[src/rtl/pipe_fetch_unit_if.sv]
// Fetch-stage bundle: redirect/stall controls, instruction memory bus and IF/ID outputs.
// The master drives the controls and the imem read data; the fetch unit is the slave.
interface pipe_fetch_unit_if #(
  parameter int CNT_W = 16
);
  logic             stall;
  logic [1:0]       BranchMux;
  logic             IfFlush;
  logic [31:0]      branch_target;
  logic [31:0]      imem_data;
  logic [31:0]      imem_addr;
  logic [31:0]      pc;
  logic [31:0]      if_id_instr;
  logic [31:0]      if_id_pc4;
  logic             if_id_valid;
  logic [5:0]       opcode;
  logic [CNT_W-1:0] fetch_count;
  logic [CNT_W-1:0] flush_count;

  modport master (
    output stall, BranchMux, IfFlush, branch_target, imem_data,
    input  imem_addr, pc, if_id_instr, if_id_pc4, if_id_valid, opcode,
           fetch_count, flush_count
  );

  modport slave (
    input  stall, BranchMux, IfFlush, branch_target, imem_data,
    output imem_addr, pc, if_id_instr, if_id_pc4, if_id_valid, opcode,
           fetch_count, flush_count
  );
endinterface

[src/rtl/pipe_fetch_unit.sv]
// Instruction fetch with IF/ID register for the 5-stage MIPS pipeline.
// Steers the PC from BranchMux, kills the wrong-path slot on IfFlush, holds on stall.
module pipe_fetch_unit #(
  parameter logic [31:0] RESET_PC  = 32'h0000_0000,
  parameter logic [31:0] NOP_INSTR = 32'h0000_0000,
  parameter int          CNT_W     = 16
) (
  input logic              clk,
  input logic              rst,
  pipe_fetch_unit_if.slave bus
);

  logic [31:0]      r_pc;
  logic [31:0]      r_if_id_instr;
  logic [31:0]      r_if_id_pc4;
  logic             r_if_id_valid;
  logic [CNT_W-1:0] r_fetch_cnt;
  logic [CNT_W-1:0] r_flush_cnt;

  logic [31:0]      w_pc4;
  logic [31:0]      w_next_pc;

  function automatic logic [31:0] sel_next_pc(
    input logic [1:0]  mux,
    input logic [31:0] pc4,
    input logic [31:0] target,
    input logic [31:0] id_pc4,
    input logic [31:0] id_instr
  );
    logic [31:0] npc;
    case (mux)
      2'd1:    npc = {target[31:2], 2'b00};
      2'd2:    npc = {id_pc4[31:28], id_instr[25:0], 2'b00};
      default: npc = pc4;  // 3 is reserved and behaves as sequential
    endcase
    return npc;
  endfunction

  assign w_pc4     = r_pc + 32'd4;
  assign w_next_pc = sel_next_pc(bus.BranchMux, w_pc4, bus.branch_target,
                                 r_if_id_pc4, r_if_id_instr);

  // IF -> IF/ID boundary
  always_ff @(posedge clk) begin
    if (rst) begin
      r_pc          <= RESET_PC;
      r_if_id_instr <= NOP_INSTR;
      r_if_id_pc4   <= 32'd0;
      r_if_id_valid <= 1'b0;
      r_fetch_cnt   <= '0;
      r_flush_cnt   <= '0;
    end else if (!bus.stall) begin
      r_pc <= w_next_pc;
      if (bus.IfFlush) begin
        r_if_id_instr <= NOP_INSTR;
        r_if_id_pc4   <= 32'd0;
        r_if_id_valid <= 1'b0;
        r_flush_cnt   <= r_flush_cnt + 1'b1;
      end else begin
        r_if_id_instr <= bus.imem_data;
        r_if_id_pc4   <= w_pc4;
        r_if_id_valid <= 1'b1;
        r_fetch_cnt   <= r_fetch_cnt + 1'b1;
      end
    end
  end

  assign bus.imem_addr   = r_pc;
  assign bus.pc          = r_pc;
  assign bus.if_id_instr = r_if_id_instr;
  assign bus.if_id_pc4   = r_if_id_pc4;
  assign bus.if_id_valid = r_if_id_valid;
  assign bus.opcode      = r_if_id_instr[31:26];
  assign bus.fetch_count = r_fetch_cnt;
  assign bus.flush_count = r_flush_cnt;

endmodule

[src/flat_wrapper.sv]
// flat-port wrapper written by rule: the top's interface ports become plain ports
module pipe_fetch_unit_flat 
#(
  parameter logic [31:0] RESET_PC  = 32'h0000_0000,
  parameter logic [31:0] NOP_INSTR = 32'h0000_0000,
  parameter int          CNT_W     = 16
)
  (clk, rst, bus_stall, bus_BranchMux, bus_IfFlush, bus_branch_target, bus_imem_data, bus_imem_addr, bus_pc, bus_if_id_instr, bus_if_id_pc4, bus_if_id_valid, bus_opcode, bus_fetch_count, bus_flush_count);
  pipe_fetch_unit_if #(.CNT_W(CNT_W)) bus_i ();
  input logic clk;
  input logic rst;
  input wire logic [$bits(bus_i.stall)-1:0] bus_stall;
  input wire logic [$bits(bus_i.BranchMux)-1:0] bus_BranchMux;
  input wire logic [$bits(bus_i.IfFlush)-1:0] bus_IfFlush;
  input wire logic [$bits(bus_i.branch_target)-1:0] bus_branch_target;
  input wire logic [$bits(bus_i.imem_data)-1:0] bus_imem_data;
  output wire logic [$bits(bus_i.imem_addr)-1:0] bus_imem_addr;
  output wire logic [$bits(bus_i.pc)-1:0] bus_pc;
  output wire logic [$bits(bus_i.if_id_instr)-1:0] bus_if_id_instr;
  output wire logic [$bits(bus_i.if_id_pc4)-1:0] bus_if_id_pc4;
  output wire logic [$bits(bus_i.if_id_valid)-1:0] bus_if_id_valid;
  output wire logic [$bits(bus_i.opcode)-1:0] bus_opcode;
  output wire logic [$bits(bus_i.fetch_count)-1:0] bus_fetch_count;
  output wire logic [$bits(bus_i.flush_count)-1:0] bus_flush_count;
  assign bus_i.stall = bus_stall;
  assign bus_i.BranchMux = bus_BranchMux;
  assign bus_i.IfFlush = bus_IfFlush;
  assign bus_i.branch_target = bus_branch_target;
  assign bus_i.imem_data = bus_imem_data;
  assign bus_imem_addr = bus_i.imem_addr;
  assign bus_pc = bus_i.pc;
  assign bus_if_id_instr = bus_i.if_id_instr;
  assign bus_if_id_pc4 = bus_i.if_id_pc4;
  assign bus_if_id_valid = bus_i.if_id_valid;
  assign bus_opcode = bus_i.opcode;
  assign bus_fetch_count = bus_i.fetch_count;
  assign bus_flush_count = bus_i.flush_count;
  pipe_fetch_unit #(.RESET_PC(RESET_PC), .NOP_INSTR(NOP_INSTR), .CNT_W(CNT_W)) u_core (.clk(clk), .rst(rst), .bus(bus_i));
endmodule
[config.mk]
export PLATFORM = sky130hd
export DESIGN_NAME = pipe_fetch_unit_flat
export DESIGN_NICKNAME = d
export VERILOG_FILES = /design/src/rtl/pipe_fetch_unit_if.sv /design/src/rtl/pipe_fetch_unit.sv /design/src/flat_wrapper.sv
export SDC_FILE = /design/constraint.sdc
export NUM_CORES = 1
export LEC_CHECK = 0
export BUFFER_PORTS_ARGS = -buffer_cell sky130_fd_sc_hd__clkbuf_2
export CORE_AREA = 2 2 113 170
export CTS_CLUSTER_DIAMETER = 100
export DETAILED_ROUTE_END_ITERATION = 6
export DIE_AREA = 0 0 115 172
export PLACE_DENSITY = 0.62
export SYNTH_ARGS = -nofsm -noshare
export SYNTH_HDL_FRONTEND = slang
export SYNTH_SLANG_ARGS = --single-unit
[constraint.sdc]
create_clock -name clk -period 5.88 [get_ports clk]
set_input_delay 0.588 -clock clk [delete_from_list [all_inputs] [get_ports clk]]
set_output_delay 0.588 -clock clk [all_outputs]
set_load 0.01 [all_outputs]
==> results.json <==
{
  "detail_route.iter0.violations": 195,
  "share_of_cells_above_drive_strength_1_pct": 32.0,
  "most_used_flip_flop_cell_after_synthesis": "dfxtp_1",
  "number_of_port_buffers": 230,
  "fillerInstances": 1889,
  "rsz0062_at_grt": "no",
  "synth_enable_flop_cells": 0,
  "synth-seq-area-share_pct": 41.3,
  "grt_overflow_total": 0,
  "layout.nets": 950,
  "synth_area_per_cell_um2": 8.64,
  "rr_startpoint": "u_core.bus.imem_addr[2]",
  "required_ns": 6.13,
  "regToRegSetupSlack_ns": 3.08,
  "power.static_leakage_nw": 3.25,
  "ys_async_sr_fraction_pct": 0,
  "grt_start_max_net_pins": 62,
  "max_slew.worst_pin.slew_ns": 1.03,
  "synth.top_cell.area_share_pct": 41.3,
  "die_area_um2": 19800,
  "timing.critical_path.arrival_ns": 3.04,
  "core_area_um2": 18300,
  "gr-max-usage-layer": "met2",
  "ys_warn_count": 0,
  "worst_r2r_endpoint": "u_core.bus.if_id_pc4[28]",
  "critical_path.max_fanout": 9,
  "holdCritStartpoint": "bus_imem_data[1]",
  "post_cts.resized_instances": 0,
  "grt_use_met1_pct": 22.5,
  "critPathKind": "reg2reg",
  "core.rowCount": 61,
  "worst_path_clk_slew_ns": 0.07,
  "setup.worst_path.start": "u_core.bus.imem_addr[2]",
  "yosys.cell_count.top_type": "dfxtp_1",
  "yosys.area.top_type": "dfxtp_1",
  "route.detailed.wl_per_inst_um": 17.0,
  "drv.max_cap_violation_count": 0,
  "worstSetupPathDepth": 6,
  "worst_r2r_path_depth": 6,
  "num_cts_buffers": 17,
  "whs_endpoint": "u_core.bus.if_id_instr[1]",
  "final-setup-viol-count": 0,
  "worst_hold_path_cells": 2,
  "worst_path_dominant_cell_family": "simple AND/OR/NAND/NOR gates",
  "critical_path.endpoint_type": "flip-flop",
  "route.antenna.remaining_nets": 0,
  "ys_top_cells_by_count": "dfxtp_1, nand2_1, nor2_1",
  "hold_violations": 0,
  "groute.layer.met3.usage_pct": 4.10,
  "multi_input_area_um2": 3040,
  "timing.critical_path.buf_inv": 0,
  "cts_sinks": 126,
  "fin_crit_sh_pct": 47.6,
  "hold_path.class": "in2reg",
  "grt_first_pass_wirelength_um": 28600,
  "globalRouteTotalUtil_pct": 18.7,
  "synthesis.instances": 706,
  "final_cells": 1109,
  "initial_utilization_pct": 33.3,
  "cts_hold_buffers": 0,
  "cts.root.buffer_cell": "clkbuf_16",
  "setup.worst_path.start_class": "flip-flop",
  "power_mw": 2.12,
  "outcome": "finished, final reports clean",
  "worst_path_most_repeated_cell": "nand4_1",
  "clock_tree_buffer_depth": 2,
  "netlist_top_cells_area": "dfxtp_1, a22o_1, buf_4, nand2_1, xnor2_1",
  "timing.clock.skew_ns": 0.0106,
  "drt_first_pass_iters": 5,
  "post-cts-setup-buffers": 0,
  "vias": 5744,
  "cp_slowest_cell": "nor3_1",
  "max-slew-margin-rel_pct": 30.9,
  "mappedNetlistArea_um2": 6100,
  "clock.fmax_mhz": 357,
  "synth_cell_type_count": 54,
  "cpPeakStageDelay_ns": 0.68,
  "ffs_latches_synth": 126,
  "critical_path_cell_list": "ha_1 > nand4_1 > nor3_1 > nand4_1 > xnor2_1 > o21ai_0",
  "timing.setup.tns_ns": 0,
  "powerDensity_nw_per_um2": 277,
  "tritoncts": "yes",
  "routed_via_density": 5.18,
  "slew_violations": 0,
  "post-route-min-period_ns": 2.80,
  "grt_pass1_vias": 5241,
  "antenna_found_initial": 1,
  "post-route-drc-count": 0,
  "die_x_um": 115,
  "route.final.wire_length_um": 18800,
  "die_y_um": 172,
  "cts.htree.levels": 4,
  "place.detailed.instances": 1076,
  "boundaryPins": 237,
  "clk_latency_worst_skew_pair_ns": 0.42,
  "met2_usage_pct": 31.6,
  "flip_flop_and_latch_area_um2": 2520,
  "area_growth_pct": 25.4,
  "place_congestion": 0.825,
  "detailedPlacementHpwl_um": 13700,
  "max-vdd-ir-drop_v": 0.000136
}
-- metal layers --
layer	vias up	wire length [um]
met2	179	9490
met4	0	485
li1	2827	-
met5	-	0
met3	30	1020
met1	2708	7810
-- power breakdown --
group	leakage (nW)	switching (mW)	internal (mW)
combinational	1.96	0.126	0.0853
sequential	1.02	0.0385	0.879
clock	0.266	0.442	0.553
-- final cells by class --
type	instances	area share, %
diodes	1	0.0327
clock buffers	17	5.56
clock inverters	15	1.63
inverters	17	0.834
multi-input cells	477	39.8
flip-flops and latches	126	33.0
well taps	220	3.60
repair buffers	236	15.6
-- kinds of logic after synthesis --
logic type               synth area share [%]
AND/OR/NAND/NOR                          20.4
AO/OA/AOI/OAI                            19.3
flip-flops                               41.3
buffers and inverters                    9.23
XOR/XNOR                                 7.89
adder cells (fa/ha/maj)                  1.03
multiplexers                            0.820
other                                  0.0614
-- per-stage QoR --
| stage | area, um2 | util [%] | hold WS (ns) | setup slack [ns] |
|---|---|---|---|---|
| after floorplan | 6110 | - | 0.467 | 3.80 |
| after global placement | 7100 | 38.8 | 0.434 | 2.74 |
| after detailed placement | 7100 | 38.8 | 0.439 | 2.80 |
| after CTS | 7650 | 41.8 | 0.360 | 3.10 |
| after global routing | 7650 | 41.8 | 0.370 | 2.98 |
| final | 7650 | 41.8 | 0.379 | 3.08 |
-- cells in the final DEF, fill, tap and decap left out, types with 19 or more instances in the layout --
cell,Yosys,layout
dfxtp_1,126,126
a21oi_1,24,24
clkbuf_2,0,230
nor2_1,57,56
nand3_1,19,19
o21ai_0,44,44
xnor2_1,29,29
a22o_1,40,40
nand2_1,74,74
xor2_1,26,26
-- worst max path at each step --
stage                                     to  slack, ns
global route        u_core.bus.if_id_pc4[28]       2.98
detailed placement  u_core.bus.if_id_pc4[23]       2.80
finish              u_core.bus.if_id_pc4[28]       3.08
CTS                 u_core.bus.imem_addr[30]       3.10
floorplan           u_core.bus.imem_addr[31]       3.80
global placement     u_core.bus.if_id_pc4[4]       2.74
-- flip-flops by register name, summed over array words and instances (netlist names) --
register,flops
u_core.bus.flush_count,16
u_core.bus.if_id_instr,32
u_core.bus.imem_addr,30
u_core.bus.fetch_count,16
u_core.bus.if_id_valid,1
u_core.bus.if_id_pc4,31
Power figures use the tool's default switching activity.
